$ cat config.mk
export PLATFORM = sky130hd
export DESIGN_NAME = data_memory_arbiter
export DESIGN_NICKNAME = d
export VERILOG_FILES = /design/src/rtl/data_memory_arbiter.sv
export SDC_FILE = /design/constraint.sdc
export NUM_CORES = 1
export LEC_CHECK = 0
export CORE_UTILIZATION = 35
export CTS_CLUSTER_DIAMETER = 120
export DETAILED_ROUTE_END_ITERATION = 8
export PLACE_DENSITY = 0.85
export SYNTH_ARGS = -nofsm -noshare
export SYNTH_HDL_FRONTEND = slang
export SYNTH_SLANG_ARGS = --single-unit
$ cat constraint.sdc
create_clock -name clock -period 4.5 [get_ports clock]
set_input_delay 1.125 -clock clock [delete_from_list [all_inputs] [get_ports clock]]
set_output_delay 1.125 -clock clock [all_outputs]
set_load 0.005 [all_outputs]
$ cat src/rtl/data_memory_arbiter.sv
// Round-robin arbiter sharing the single-port data memory between the core (port 0)
// and the debug/DMA port (port 1), with bounded locked bursts and 1-cycle read return.
`ifndef ADDRESS_SIZE
`define ADDRESS_SIZE 8
`endif
`ifndef DATA_SIZE
`define DATA_SIZE 8
`endif

// state | meaning
// IDLE  | round-robin arbitration between both ports
// OWN0  | port 0 holds a locked burst; only port 0 may be granted
// OWN1  | port 1 holds a locked burst; only port 1 may be granted
module data_memory_arbiter #(
    parameter int ADDRESS_SIZE = `ADDRESS_SIZE,
    parameter int DATA_SIZE    = `DATA_SIZE,
    parameter int MAX_BURST    = 4
) (
    input  logic                    clock,
    input  logic                    reset,
    input  logic                    req0,
    input  logic                    req1,
    input  logic                    we0,
    input  logic                    we1,
    input  logic                    lock0,
    input  logic                    lock1,
    input  logic [ADDRESS_SIZE-1:0] addr0,
    input  logic [ADDRESS_SIZE-1:0] addr1,
    input  logic [DATA_SIZE-1:0]    wdata0,
    input  logic [DATA_SIZE-1:0]    wdata1,
    output logic                    gnt0,
    output logic                    gnt1,
    output logic                    rvalid0,
    output logic                    rvalid1,
    output logic [DATA_SIZE-1:0]    rdata,
    output logic                    mem_read,
    output logic                    mem_write,
    output logic [ADDRESS_SIZE-1:0] mem_address,
    output logic [DATA_SIZE-1:0]    mem_data_in,
    input  logic [DATA_SIZE-1:0]    mem_data_out
);

    typedef enum logic [1:0] {IDLE, OWN0, OWN1} state_t;

    localparam bit         LOCK_EN     = (MAX_BURST > 1);
    localparam logic [4:0] BURST_LIMIT = 5'(MAX_BURST);

    state_t     state, next_state;
    logic       prio, next_prio;
    logic [4:0] cnt, next_cnt;
    logic [4:0] cnt_inc;

    assign cnt_inc = cnt + 5'd1;

    always_ff @(posedge clock or negedge reset) begin
        if (!reset) begin
            state   <= IDLE;
            prio    <= 1'b0;
            cnt     <= 5'd0;
            rvalid0 <= 1'b0;
            rvalid1 <= 1'b0;
        end else begin
            state   <= next_state;
            prio    <= next_prio;
            cnt     <= next_cnt;
            rvalid0 <= gnt0 & ~we0;
            rvalid1 <= gnt1 & ~we1;
        end
    end

    always_comb begin
        gnt0       = 1'b0;
        gnt1       = 1'b0;
        next_state = state;
        next_prio  = prio;
        next_cnt   = cnt;
        case (state)
            IDLE: begin
                if (req0 && (!req1 || !prio)) begin
                    gnt0 = 1'b1;
                end else if (req1) begin
                    gnt1 = 1'b1;
                end
                // priority passes to whichever port did not just win
                if (gnt0 || gnt1) begin
                    next_prio = gnt0;
                end
                if (LOCK_EN && gnt0 && lock0) begin
                    next_state = OWN0;
                    next_cnt   = 5'd1;
                end else if (LOCK_EN && gnt1 && lock1) begin
                    next_state = OWN1;
                    next_cnt   = 5'd1;
                end
            end
            OWN0: begin
                gnt0 = req0;
                if (gnt0) begin
                    next_cnt = cnt_inc;
                end
                if (!lock0 || (gnt0 && cnt_inc == BURST_LIMIT)) begin
                    next_state = IDLE;
                    next_prio  = 1'b1;
                    next_cnt   = 5'd0;
                end
            end
            OWN1: begin
                gnt1 = req1;
                if (gnt1) begin
                    next_cnt = cnt_inc;
                end
                if (!lock1 || (gnt1 && cnt_inc == BURST_LIMIT)) begin
                    next_state = IDLE;
                    next_prio  = 1'b0;
                    next_cnt   = 5'd0;
                end
            end
            default: begin
                next_state = IDLE;
                next_cnt   = 5'd0;
            end
        endcase
        if (!reset) begin
            gnt0 = 1'b0;
            gnt1 = 1'b0;
        end
    end

    // with no grant the address/data lines default to port 0
    assign mem_address = gnt1 ? addr1  : addr0;
    assign mem_data_in = gnt1 ? wdata1 : wdata0;
    assign mem_write   = (gnt0 & we0)  | (gnt1 & we1);
    assign mem_read    = (gnt0 & ~we0) | (gnt1 & ~we1);
    assign rdata       = mem_data_out;

endmodule
==> flow_summary.yaml, run 1 <==
outcome:
  run_status: "completed"
layout:
  design_area_um2: 1594
  n_antenna_cell: 0
  layout.cells.non_filler: 191
  syn_to_final_growth_pct: 65.45
  drive_above_1_share: 0.1739
  nets: 218
worst_setup_path:
  slowest_delay_ns: 0.45
  worstPathArrival_ns: 3.07
  crit_top_cell: "clkdlybuf4s50_1"
  path_delay_family: "buffers and inverters"
  slowest_stage: "clkdlybuf4s50_1"
  start_kind: "input pin"
  end_kind: "primary output"
  path_cells: "clkdlybuf4s50_1 > nand2b_1 > a21oi_1 > nor2_4 > mux2_2 > clkdlybuf4s50_1"
  crit_type: "input pin to primary output"
  cp.required_ns: 3.38
  path_buf_inv: 2
  cp_max_fo: 18
global_routing:
  gr-total-overflow: 0
  grt_pass1_vias: 940
  grt_start_max_net_pins: 19
  antenna_found_initial: 0
  grt_first_pass_wirelength_um: 4174
  track_usage: 0.2013
yosys:
  asyncSetResetFlopFracSynth: 1.000
  synthCells: 103
  yosysSeqAreaShare: 0.2597
  yosys_warnings: 0
  synth_top_cell_by_area: "dfrtp_1"
  synth.top_cell.area_share: 0.2597
  synth_most_common_cell: "mux2_2"
  synth_edf_count: 0
  ys_types: 32
  synthFlopType: "dfrtp_1"
  syn_area_um2: 963.4
  syn_nets: 158
  syn_avg_cell_area_um2: 9.354
  synth.ff_latch_count: 10
  synth_area_leaders: "dfrtp_1 26%, mux2_2 19%, ha_1 9.1%"
  synth_top_cells_by_count: "16 x mux2_2, 13 x nand2_1, 10 x dfrtp_1"
power_and_ir_drop:
  p_leak_nw: 0.6630
  power_density_nw_per_um2: 329.4
  clkPwrFrac: 0.110
  ir_drop_uv: 232.9
  internal_power_uw: 325.7
  seqPwrFrac: 0.258
  switching_share: 0.3798
  p_switching_uw: 199.4
  combPwrFrac: 0.633
placed_design:
  routabilityCongestion: 0.8673
  place_ws_ns: 0.08110
  dpl_cell_area_um2: 1567
  place_inst: 188
  io_buffers: 61
  dpl.hpwl_um: 2508
sta:
  fin_tns_setup_ns: 0
  timing.fmax_mhz: 238.4
  setup_viol: 0
  layout_min_cycle_time_ns: 4.195
  rsz0062_at_grt: "no"
  finalClockSkew_ns: 0.002143
  fin_hold_ws_ns: 0.5185
  slew_headroom: 0.6746
  finalMaxSlewViolations: 0
  finalCritPeriodShare: 0.9322
  final-hold-violation-count: 0
  tightest_slew_ns: 0.4870
  finalWorstSetupSlack_ns: 0.3052
drt:
  wirelength_um: 2981
  viasPerCell: 5.168
  first_pass_iters: 4
  vias: 987
  wl_per_cell_um: 15.61
  drc: 0
  drt_iter0_drc: 16
  drtAntennaViolNets: 0
cts:
  cts-root-buf: "clkbuf_4"
  cts_tree: "yes"
  clkLatencyLatePin_ns: 0.26
  path_clk_slew_ns: 0.06
  cts_max_level: 1
  clock-sinks: 10
  clk_path_buf_depth: 2
  numCtsBuffers: 3
die:
  pin_count: 78
  die_w_um: 54.47
  rows: 18
  die_h_um: 54.47
  initial_core_util: 0.3786
  core_area_um2: 2545
  die_area_um2: 2966
run:
  max_cap_violations: 0
hold_path:
  hold_path_class: "flop to flop"
## routing by layer
layer,routed length [µm],vias to the layer above,GRT usage
met5,0,-,0
met4,45,0,0.06410
met3,117,8,0.06111
met2,1678,26,0.3476
li1,-,481,-
met1,1139,472,0.2350
## layout make-up
| type | count | area [µm²] |
|---|---|---|
| fill | 204 | 950.9 |
| timing repair buffer | 64 | 633.1 |
| multi-input combinational | 78 | 628.1 |
| sequential | 10 | 250.2 |
| tap | 30 | 37.54 |
| clock buffer | 3 | 22.52 |
| inverter | 6 | 22.52 |
## power groups by stage
| stage | combinational [mW] | sequential (mW) | clock, mW |
|---|---|---|---|
| global route | 0.365 | 0.139 | 0.0676 |
| detailed placement | 0.329 | 0.136 | 0 |
| CTS | 0.331 | 0.134 | 0.0618 |
| finish | 0.332 | 0.135 | 0.0577 |
| floorplan | 0.200 | 0.130 | 0 |
| global placement | 0.318 | 0.134 | 0 |
## timing repair
item                                    4_1_cts  5_1_grt
resized for setup                             0        1
endpoints found under the setup margin        0        1
hold buffers                                  0        0
buffers inserted                              0        0
## final timing paths
| path | start | end | slack [ns] | depth (start not counted) |
|---|---|---|---|---|
| setup reg to reg | state[1] | cnt[4] | 2.52 | 7 |
| max in group asynchronous | reset | state[1] | 3.14 | 2 |
| setup / recovery | req0 | mem_data_in[5] | 0.31 | 6 |
| hold / removal | prio | prio | 0.52 | 1 |
| min in group asynchronous | reset | rvalid0 | 1.21 | 2 |
| hold reg to reg | prio | prio | 0.52 | 1 |
## per-stage QoR
| stage | total power [mW] | util |
|---|---|---|
| after floorplan | 0.3306 | - |
| after global placement | 0.4516 | 0.6155 |
| after detailed placement | 0.4650 | 0.6155 |
| after CTS | 0.5269 | 0.6244 |
| after global routing | 0.5712 | 0.6264 |
| final | 0.5251 | 0.6264 |
## logic make-up (layout without fill, tap and decap cells)
logic type,after synthesis,in the layout,share of synthesized area
AOI/OAI and AO/OA,21,21,0.1727
xor gates and xnor gates,1,1,0.009093
adders and majority gates,7,7,0.09090
buffers and inverters,15,73,0.09350
DFF,10,10,0.2597
muxes,17,17,0.1987
and+or+nand+nor,32,32,0.1753
## registers in the layout, summed over array words and instances, names as in the netlist
name     cells
state        2
cnt          5
rvalid1      1
prio         1
rvalid0      1
## layout by cell type, fill, tap and decap left out
cell             instances
o311ai_2                 1
nor2_1                   3
a22o_1                   1
nor3_1                   2
a32o_1                   1
a22oi_1                  1
mux2_1                   1
o2bb2ai_1                1
or2_2                    1
o31ai_1                  2
inv_1                    6
or2_1                    2
and4_1                   1
ha_1                     7
dfrtp_1                 10
nor2_4                   1
nand2_1                 13
a2bb2oi_1                1
nand3_1                  5
a31o_2                   1
mux2_2                  16
a21oi_1                  5
o2111ai_1                1
o22ai_1                  1
buf_4                    3
clkdlybuf4s50_1         61
o21ai_0                  2
xor2_1                   1
o21bai_1                 1
nand2b_1                 3
clkbuf_4                 3
a31oi_1                  1
nor4_4                   1
a21boi_4                 1
No activity file was read; power rests on OpenSTA's default activity.
==> run 2: changes to the inputs <==
- clock period: 4.5 -> 5.4 ns (I/O delays scaled with it)
==> flow_summary.yaml, run 2 (synthesized netlist as in run 1, its figures left out) <==
cts:
  cts_max_level: 1
  post_cts_buffers: 0
  clk_path_buf_depth: 2
  path_clk_slew_ns: 0.06
  hold_buffers: 0
  numCtsBuffers: 3
  clock-sinks: 10
  clkLatencyLatePin_ns: 0.27
  cts_tree: "yes"
  cts_resized: 0
  cts-root-buf: "clkbuf_4"
power_and_ir_drop:
  internal_power_uw: 270.8
  switching_share: 0.3867
  p_switching_uw: 170.8
  combPwrFrac: 0.629
  clkPwrFrac: 0.115
  ir_drop_uv: 235.3
  p_leak_nw: 0.6528
  power_density_nw_per_um2: 280.6
  seqPwrFrac: 0.256
worst_setup_path:
  slowest_delay_ns: 0.67
  slowest_stage: "nor2_2"
  path_cells: "clkdlybuf4s50_1 > nand2b_1 > a21oi_1 > nor2_2 > mux2_2 > clkdlybuf4s50_1"
  crit_type: "input pin to primary output"
  reg2reg_slack_ns: 3.41
  cp_max_fo: 18
  worstPathArrival_ns: 3.67
  end_kind: "primary output"
  path_buf_inv: 2
  cp.required_ns: 4.05
  crit_top_cell: "clkdlybuf4s50_1"
  start_kind: "input pin"
  path_delay_family: "buffers and inverters"
drt:
  first_pass_iters: 4
  viasPerCell: 5.291
  wirelength_um: 3067
  vias: 1000
  drt_iter0_drc: 10
  drtAntennaViolNets: 0
  drc: 0
  wl_per_cell_um: 16.23
layout:
  reg_top3: "cnt x5, state x2"
  final_common_cell: "clkdlybuf4s50_1"
  largest_register_ffs: 5
  layout.cells.non_filler: 189
  syn_to_final_growth_pct: 63.38
  max_flop_register: "cnt"
  drive_above_1_share: 0.1635
  n_antenna_cell: 0
  nets: 216
  final_cell_mix: "61 x clkdlybuf4s50_1, 16 x mux2_2, 13 x nand2_1, 10 x dfrtp_1, 7 x ha_1"
  fin_util: 0.6185
global_routing:
  grt_first_pass_wirelength_um: 4367
  track_usage: 0.2122
  grt_pass1_vias: 934
  gr-total-overflow: 0
  antenna_found_initial: 0
  grt_start_max_net_pins: 19
hold_path:
  hold_path_class: "flop to flop"
placed_design:
  place_inst: 186
  routabilityCongestion: 0.8934
  io_buffers: 61
  dpl.hpwl_um: 2567
die:
  core_area_um2: 2545
  die_h_um: 54.47
  die_w_um: 54.47
  initial_core_util: 0.3786
  die_area_um2: 2966
  pin_count: 78
  rows: 18
sta:
  layout_min_cycle_time_ns: 5.023
  final-hold-violation-count: 0
  finalMaxSlewViolations: 0
  fin_tns_setup_ns: 0
  setup_viol: 0
  slew_headroom: 0.4374
  timing.fmax_mhz: 199.1
  finalClockSkew_ns: 0.004117
  tightest_slew_ns: 0.8429
  finalCritPeriodShare: 0.9301
  rsz0062_at_grt: "no"
outcome:
  run_status: "completed"
run:
  max_cap_violations: 0
## run 2: power by group through the flow
| stage | Sequential, mW | Clock, mW | Combinational [mW] |
|---|---|---|---|
| finish | 0.113 | 0.0506 | 0.278 |
| global route | 0.115 | 0.0566 | 0.306 |
| CTS | 0.112 | 0.0516 | 0.280 |
| global placement | 0.111 | 0 | 0.264 |
| detailed placement | 0.114 | 0 | 0.278 |
| floorplan | 0.109 | 0 | 0.167 |
## run 2: stage by stage
| step | instance area (µm²) | hold WS [ns] | setup slack, ns | total power [mW] |
|---|---|---|---|---|
| 5_1_grt | 1574 | 0.5525 | 0.2543 | 0.4774 |
| 3_3_place_gp | 1551 | 0.4951 | 0.4899 | 0.3756 |
| 4_1_cts | 1574 | 0.5266 | 0.3768 | 0.4441 |
| 2_1_floorplan | 963.4 | 0.4721 | 1.687 | 0.2755 |
| 3_5_place_dp | 1551 | 0.5127 | 0.3885 | 0.3911 |
| 6_report | 1574 | 0.5450 | 0.3773 | 0.4416 |
## run 2: final cells by class
cell class | count | area, µm²
repair buffers | 62 | 618.1
clock buffers | 3 | 22.52
multi-input cells | 78 | 623.1
well taps | 30 | 37.54
flip-flops and latches | 10 | 250.2
fillers | 218 | 970.9
inverters | 6 | 22.52
## run 2: worst paths after layout
check,start,endpoint,depth (start not counted)
setup reg to reg,state[1],cnt[4],7
min in group asynchronous,reset,rvalid0,2
hold reg to reg,prio,prio,1
setup / recovery,req0,mem_address[7],6
max in group asynchronous,reset,state[0],2
hold / removal,prio,prio,1
## run 2: per-layer routing
layer	share of wire	GRT usage	vias up	wire length [µm]
met3	0.036	0.06389	10	109
met1	0.37	0.2350	494	1122
met5	0	0	-	0
met2	0.58	0.3760	19	1783
li1	-	-	477	-
met4	0.017	0.08120	0	51
==> run 3: changes to the inputs <==
- SLEW_MARGIN: default -> 20
==> results of run 3 <==
Final layout, timing and power as in run 2 (identical DEF).
